--- src/rtl/pipeline_skid_register.sv ---
// Elastic valid/ready pipeline built from a chain of 2-entry skid stages.
// Every stage's ready comes from its state register, so no combinational path runs from OUT_READY to IN_READY.
module pipeline_skid_register #(
    parameter int NUM_STAGES = 1,
    parameter int DATA_WIDTH = 1,
    localparam int CNT_W = (NUM_STAGES == 0) ? 1 : $clog2(2 * NUM_STAGES + 1)
) (
    input  logic                  CLK,
    input  logic                  RESET,
    input  logic                  IN_VALID,
    output logic                  IN_READY,
    input  logic [DATA_WIDTH-1:0] IN_DATA,
    output logic                  OUT_VALID,
    input  logic                  OUT_READY,
    output logic [DATA_WIDTH-1:0] OUT_DATA,
    output logic [CNT_W-1:0]      COUNT
);

    typedef enum logic [1:0] {
        EMPTY = 2'd0,
        BUSY  = 2'd1,
        FULL  = 2'd2
    } stage_e;

    if (NUM_STAGES == 0) begin : g_pass
        assign OUT_VALID = IN_VALID;
        assign OUT_DATA  = IN_DATA;
        assign IN_READY  = OUT_READY;
        assign COUNT     = '0;
    end else begin : g_pipe
        localparam logic [CNT_W-1:0] CNT_ONE = 1;

        // Chain index k is the input side of stage k; index NUM_STAGES is the block output.
        logic [NUM_STAGES:0]   v_chain;
        logic [NUM_STAGES:0]   r_chain;
        logic [DATA_WIDTH-1:0] d_chain [NUM_STAGES+1];

        logic             in_xfer;
        logic             out_xfer;
        logic [CNT_W-1:0] count_q;
        logic [CNT_W-1:0] count_d;

        assign v_chain[0]          = IN_VALID;
        assign d_chain[0]          = IN_DATA;
        assign r_chain[NUM_STAGES] = OUT_READY;

        assign IN_READY  = r_chain[0];
        assign OUT_VALID = v_chain[NUM_STAGES];
        assign OUT_DATA  = d_chain[NUM_STAGES];
        assign COUNT     = count_q;

        for (genvar k = 0; k < NUM_STAGES; k++) begin : g_stage
            stage_e                state_q;
            stage_e                state_d;
            logic [DATA_WIDTH-1:0] main_q;
            logic [DATA_WIDTH-1:0] main_d;
            logic [DATA_WIDTH-1:0] skid_q;
            logic [DATA_WIDTH-1:0] skid_d;
            logic                  acc;
            logic                  take;

            assign acc  = v_chain[k] & (state_q != FULL);
            assign take = (state_q != EMPTY) & r_chain[k+1];

            assign r_chain[k]   = (state_q != FULL);
            assign v_chain[k+1] = (state_q != EMPTY);
            assign d_chain[k+1] = main_q;

            always_ff @(posedge CLK) begin
                if (RESET) begin
                    state_q <= EMPTY;
                    main_q  <= '0;
                    skid_q  <= '0;
                end else begin
                    state_q <= state_d;
                    main_q  <= main_d;
                    skid_q  <= skid_d;
                end
            end

            // main always holds the oldest word; skid only catches the one extra word on a stall.
            always_comb begin
                state_d = state_q;
                main_d  = main_q;
                skid_d  = skid_q;
                case (state_q)
                    EMPTY: begin
                        if (acc) begin
                            state_d = BUSY;
                            main_d  = d_chain[k];
                        end
                    end
                    BUSY: begin
                        if (acc && !take) begin
                            state_d = FULL;
                            skid_d  = d_chain[k];
                        end else if (acc && take) begin
                            main_d = d_chain[k];
                        end else if (take) begin
                            state_d = EMPTY;
                        end
                    end
                    FULL: begin
                        if (take) begin
                            state_d = BUSY;
                            main_d  = skid_q;
                        end
                    end
                    default: ;
                endcase
            end
        end

        assign in_xfer  = IN_VALID & r_chain[0];
        assign out_xfer = v_chain[NUM_STAGES] & OUT_READY;

        always_ff @(posedge CLK) begin
            if (RESET) begin
                count_q <= '0;
            end else begin
                count_q <= count_d;
            end
        end

        always_comb begin
            count_d = count_q;
            case ({in_xfer, out_xfer})
                2'b10:   count_d = count_q + CNT_ONE;
                2'b01:   count_d = count_q - CNT_ONE;
                default: ;
            endcase
        end
    end

endmodule

--- config.mk ---
export PLATFORM = sky130hd
export DESIGN_NAME = pipeline_skid_register
export DESIGN_NICKNAME = d
export VERILOG_FILES = /design/src/rtl/pipeline_skid_register.sv
export SDC_FILE = /design/constraint.sdc
export NUM_CORES = 1
export LEC_CHECK = 0
export BUFFER_PORTS_ARGS = -buffer_cell sky130_fd_sc_hd__buf_2
export CAP_MARGIN = 20
export CORE_AREA = 2 2 39 41
export DETAILED_ROUTE_END_ITERATION = 16
export DIE_AREA = 0 0 41 43
export PLACE_DENSITY = 0.44
export SETUP_SLACK_MARGIN = 0.5
export SKIP_LAST_GASP = 1
export SLEW_MARGIN = 10
export SYNTH_ARGS = -nofsm -noshare
export SYNTH_HDL_FRONTEND = slang
export SYNTH_SLANG_ARGS = --single-unit
--- constraint.sdc ---
create_clock -name CLK -period 1.7 [get_ports CLK]
set_clock_uncertainty 0.1 [all_clocks]
set_input_delay 0.51 -clock CLK [delete_from_list [all_inputs] [get_ports CLK]]
set_output_delay 0.51 -clock CLK [all_outputs]
set_load 0.01 [all_outputs]
==> qor.csv <==
stage;metric;value;unit
pwr;power per cell area;771;nW/um^2
finish;share of post-route cells with drive strength above 1;61.3;%
worst_setup_path;FF-to-FF Start;g_pipe.g_stage[0].state_q[1]$_SDFFE_PP0P_;
cts;CTS tree;done;
sta;Tmin final;1.72;ns
worst_setup_path;critical path launch point type;flop;
floorplan;IO Count;10;
finish;Multi-input gate area;295;um^2
sta;Max Slew Vio Count;0;
detailed_routing;routed length per placed instance;11.3;um
pwr;Max IR drop VDD;0.000332;V
sta;final setup vio count;1;
global_route;largest net degree at the start of global routing;9;
finish;net total in the final layout;72;
cts;CTS Hold Buffers Added;0;
min_path;hold path depth;2;
yosys;Syn Area/Cell;8.55;um^2
min_path;Endpoint, Worst Hold;g_pipe.g_stage[0].skid_q$_SDFFE_PP0P_;
yosys;ys async rst share;0;%
worst_setup_path;CP cell instances;or2_4 -> nand2_4 -> inv_4 -> ha_4 -> nor4bb_2 -> or3_1 -> a211oi_2;
detailed_routing;Routed Antenna Nets;0;
worst_setup_path;R2R Path End;OUT_DATA$_SDFFE_PP0P_;
floorplan;std cell rows;14;
detailed_routing;TritonRoute pass-1 iters;3;
yosys;main flop type after synthesis;dfxtp_1;
worst_setup_path;reg-to-reg slack, setup;-0.02;ns
worst_setup_path;CP endpoint kind;flop;
floorplan;Initial Utilization;25.9;%
sta;endpoints failing hold;0;
yosys;number of flops mapped to enable cells by yosys;0;
worst_setup_path;CP max FO;3;
worst_setup_path;Setup CP Type;reg -> reg;
yosys;total of warnings raised by yosys;0;
sta;upper clock frequency limit;0.582;GHz
worst_setup_path;worst reg-to-reg path cell count;7;
worst_setup_path;Worst Path Arrival;1.78;ns
global_route;Total Routing Usage GR;12.8;%
sta;worst-margin pin slew;0.309;ns
yosys;Seq cells post-synth;6;
floorplan;die width;41;um
cts;Clock Path Buffers;2;
worst_setup_path;Crit path required time;1.76;ns
global_route;first-pass GRT wire length;1.53;mm
finish;Reg area;126;um^2
placed_design;dpl cells;72;
pwr;Static Leak;0.274;nW
cts;CTS root buffer;clkbuf_4;
worst_setup_path;critical path's largest stage delay;0.34;ns
yosys;Mapped Nets;50;
global_route;global route overflow;0;
worst_setup_path;highest-delay cell along the critical path;dfxtp_4;
floorplan;Die Span Y;43;um
global_route;initial antenna violation count;0;
yosys;Mapped Area;359;um^2
finish;# diodes;0;
finish;Layout area overhead;70.0;%
finish;final cell count without fillers;78;
yosys;post-synthesis sequential area ratio;33.4;%
min_path;Min-Delay Path Class;reg -> reg;
yosys;Yosys cell types;24;
sta;hold slack;0.393;ns
floorplan;core area;1380;um^2
min_path;hold wc startpoint;g_pipe.g_stage[0].skid_q$_SDFFE_PP0P_;
sta;unrepaired setup endpoints after global routing;yes;
detailed_routing;DR DRC count;0;
detailed_routing;drt total wl;881;um
cts;clk_lat worst skew;0.24;ns
sta;worst setup margin;-0.0181;ns
global_route;via count of the first global-routing pass;393;
sta;relative slew slack;79.1;%
detailed_routing;vias per cell;4.79;
yosys;Post-Syn Instances;42;
placed_design;port bufs;9;
pwr;total power draw;471;uW
placed_design;RD Place Congestion;0.697;
placed_design;post-DP HPWL;696;um
finish;Layout fillers;142;
cts;clock buffer count from CTS;3;
run_status;failing checks;negative setup slack;
flow_run;MaxCap Viol Count;0;
run_status;status;complete, but fails checks;
detailed_routing;DRT iter0 DRCs;7;
cts;htree depth;1;
sta;fin crit share;101;%
floorplan;Die Area;1760;um^2
cts;clock-pin slew on the worst setup and hold paths;0.04;ns
cts;clk sink count;6;
detailed_routing;via count;374;
[Yosys cell counts (2+ instances only)]
cell type / instances / area [um^2]
nand2b_1: 2 / 12.5
a21oi_1: 3 / 15.0
inv_1: 4 / 15.0
ha_1: 3 / 37.5
or3_1: 2 / 12.5
nand2_1: 2 / 7.51
nor2_1: 2 / 7.51
o21ai_0: 3 / 15.0
dfxtp_1: 6 / 120
[what timing repair did]
action,in CTS,in global routing
setup buffers,2,1
endpoints found under the setup margin,11,11
resized for setup,8,5
pin swaps,2,4
[sequential cells by signal, indices dropped and copies added, names as in the netlist]
| register | count |
|---|---|
| g_pipe.g_stage.state_q | 2 |
| OUT_DATA | 1 |
| COUNT | 2 |
| g_pipe.g_stage.skid_q | 1 |
[report_power, final]
group          internal [mW]  switching (mW)
clock                 0.0797          0.0489
combinational         0.0972          0.0760
sequential             0.158          0.0108
[how the worst max path moves through the flow]
stage                                         startpoint               endpoint  slack (ns)
2_1_floorplan  g_pipe.g_stage[0].state_q[0]$_SDFFE_PP0P_  OUT_DATA$_SDFFE_PP0P_       -0.03
3_3_place_gp                                    IN_VALID  OUT_DATA$_SDFFE_PP0P_       -0.05
3_5_place_dp                                    IN_VALID  OUT_DATA$_SDFFE_PP0P_       -0.12
4_1_cts        g_pipe.g_stage[0].state_q[1]$_SDFFE_PP0P_  OUT_DATA$_SDFFE_PP0P_       -0.01
5_1_grt        g_pipe.g_stage[0].state_q[1]$_SDFFE_PP0P_  OUT_DATA$_SDFFE_PP0P_       -0.10
6_report       g_pipe.g_stage[0].state_q[1]$_SDFFE_PP0P_  OUT_DATA$_SDFFE_PP0P_       -0.02
[critical path: cells and delay by family, from the launching register on]
| family | cells | cell delay (ns) |
|---|---|---|
| AND/OR/NAND/NOR | 4 | 0.84 |
| buffers and inverters | 1 | 0.04 |
| adder cells (fa/ha/maj) | 1 | 0.14 |
| flip-flops | 1 | 0.34 |
| AO/OA/AOI/OAI | 1 | 0.17 |
[layer usage]
layer  global-route usage (%)  part of all wire [%]  up-vias  wire, um
met3                     4.71                   6.2        0        55
met5                        0                     0        -         0
met1                     14.9                    37      181       329
met2                     20.6                    56        7       496
li1                         -                     -      186         -
met4                     4.00                     0        0         0
[placed cells by master, fill, tap and decap left out]
| cell | netlist | final |
|---|---|---|
| a211oi_2 | 0 | 1 |
| a21oi_1 | 3 | 2 |
| a21oi_2 | 0 | 1 |
| a311oi_2 | 0 | 1 |
| and2_4 | 0 | 1 |
| and3b_1 | 1 | 1 |
| buf_2 | 0 | 7 |
| buf_4 | 1 | 8 |
| buf_6 | 0 | 3 |
| clkbuf_4 | 0 | 3 |
| dfxtp_1 | 6 | 3 |
| dfxtp_2 | 0 | 2 |
| dfxtp_4 | 0 | 1 |
| ha_2 | 0 | 1 |
| ha_4 | 0 | 2 |
| inv_1 | 4 | 3 |
| inv_4 | 0 | 1 |
| mux2i_1 | 1 | 1 |
| nand2_2 | 0 | 1 |
| nand2_4 | 0 | 1 |
| nand2b_4 | 0 | 2 |
| nand4b_1 | 1 | 1 |
| nor2_1 | 2 | 2 |
| nor2b_1 | 1 | 1 |
| nor3_1 | 1 | 1 |
| nor3b_1 | 1 | 1 |
| nor4_1 | 1 | 1 |
| nor4bb_2 | 0 | 1 |
| o21ai_0 | 3 | 2 |
| o21ai_1 | 0 | 1 |
| or2_4 | 0 | 1 |
| or3_1 | 2 | 2 |
| xnor2_1 | 1 | 1 |
| xor2_1 | 1 | 1 |
[area by class of cell]
type	instances	area share [%]
Tap cell	16	3.28
Inverter	4	2.87
Timing Repair Buffer	18	21.1
Sequential cell	6	20.7
Multi-Input combinational cell	31	48.4
Clock buffer	3	3.69
[kinds of logic (layout without fill, tap and decap cells)]
family                     Yosys count  count (layout)  synth area share, %
and+or+nand+nor                     17              17                 29.3
muxes                                1               1                 2.79
DFF                                  6               6                 33.5
xor gates and xnor gates             2               2                 4.88
AOI/OAI and AO/OA                    8               8                 12.9
adders and majority gates            3               3                 10.5
buffers and inverters                5              25                 6.27
[metrics by stage]
| step | cell area, um^2 | setup slack, ns | utilization (%) | TNS, ns |
|---|---|---|---|---|
| floorplan | 420 | -0.0251 | - | -0.0251 |
| global placement | 519 | -0.0504 | 37.5 | -0.0504 |
| detailed placement | 519 | -0.119 | 37.5 | -0.140 |
| CTS | 584 | -0.0149 | 42.2 | -0.0149 |
| global route | 611 | -0.102 | 44.1 | -0.150 |
| finish | 611 | -0.0181 | 44.1 | -0.0181 |
(Power assumes the default switching activity.)
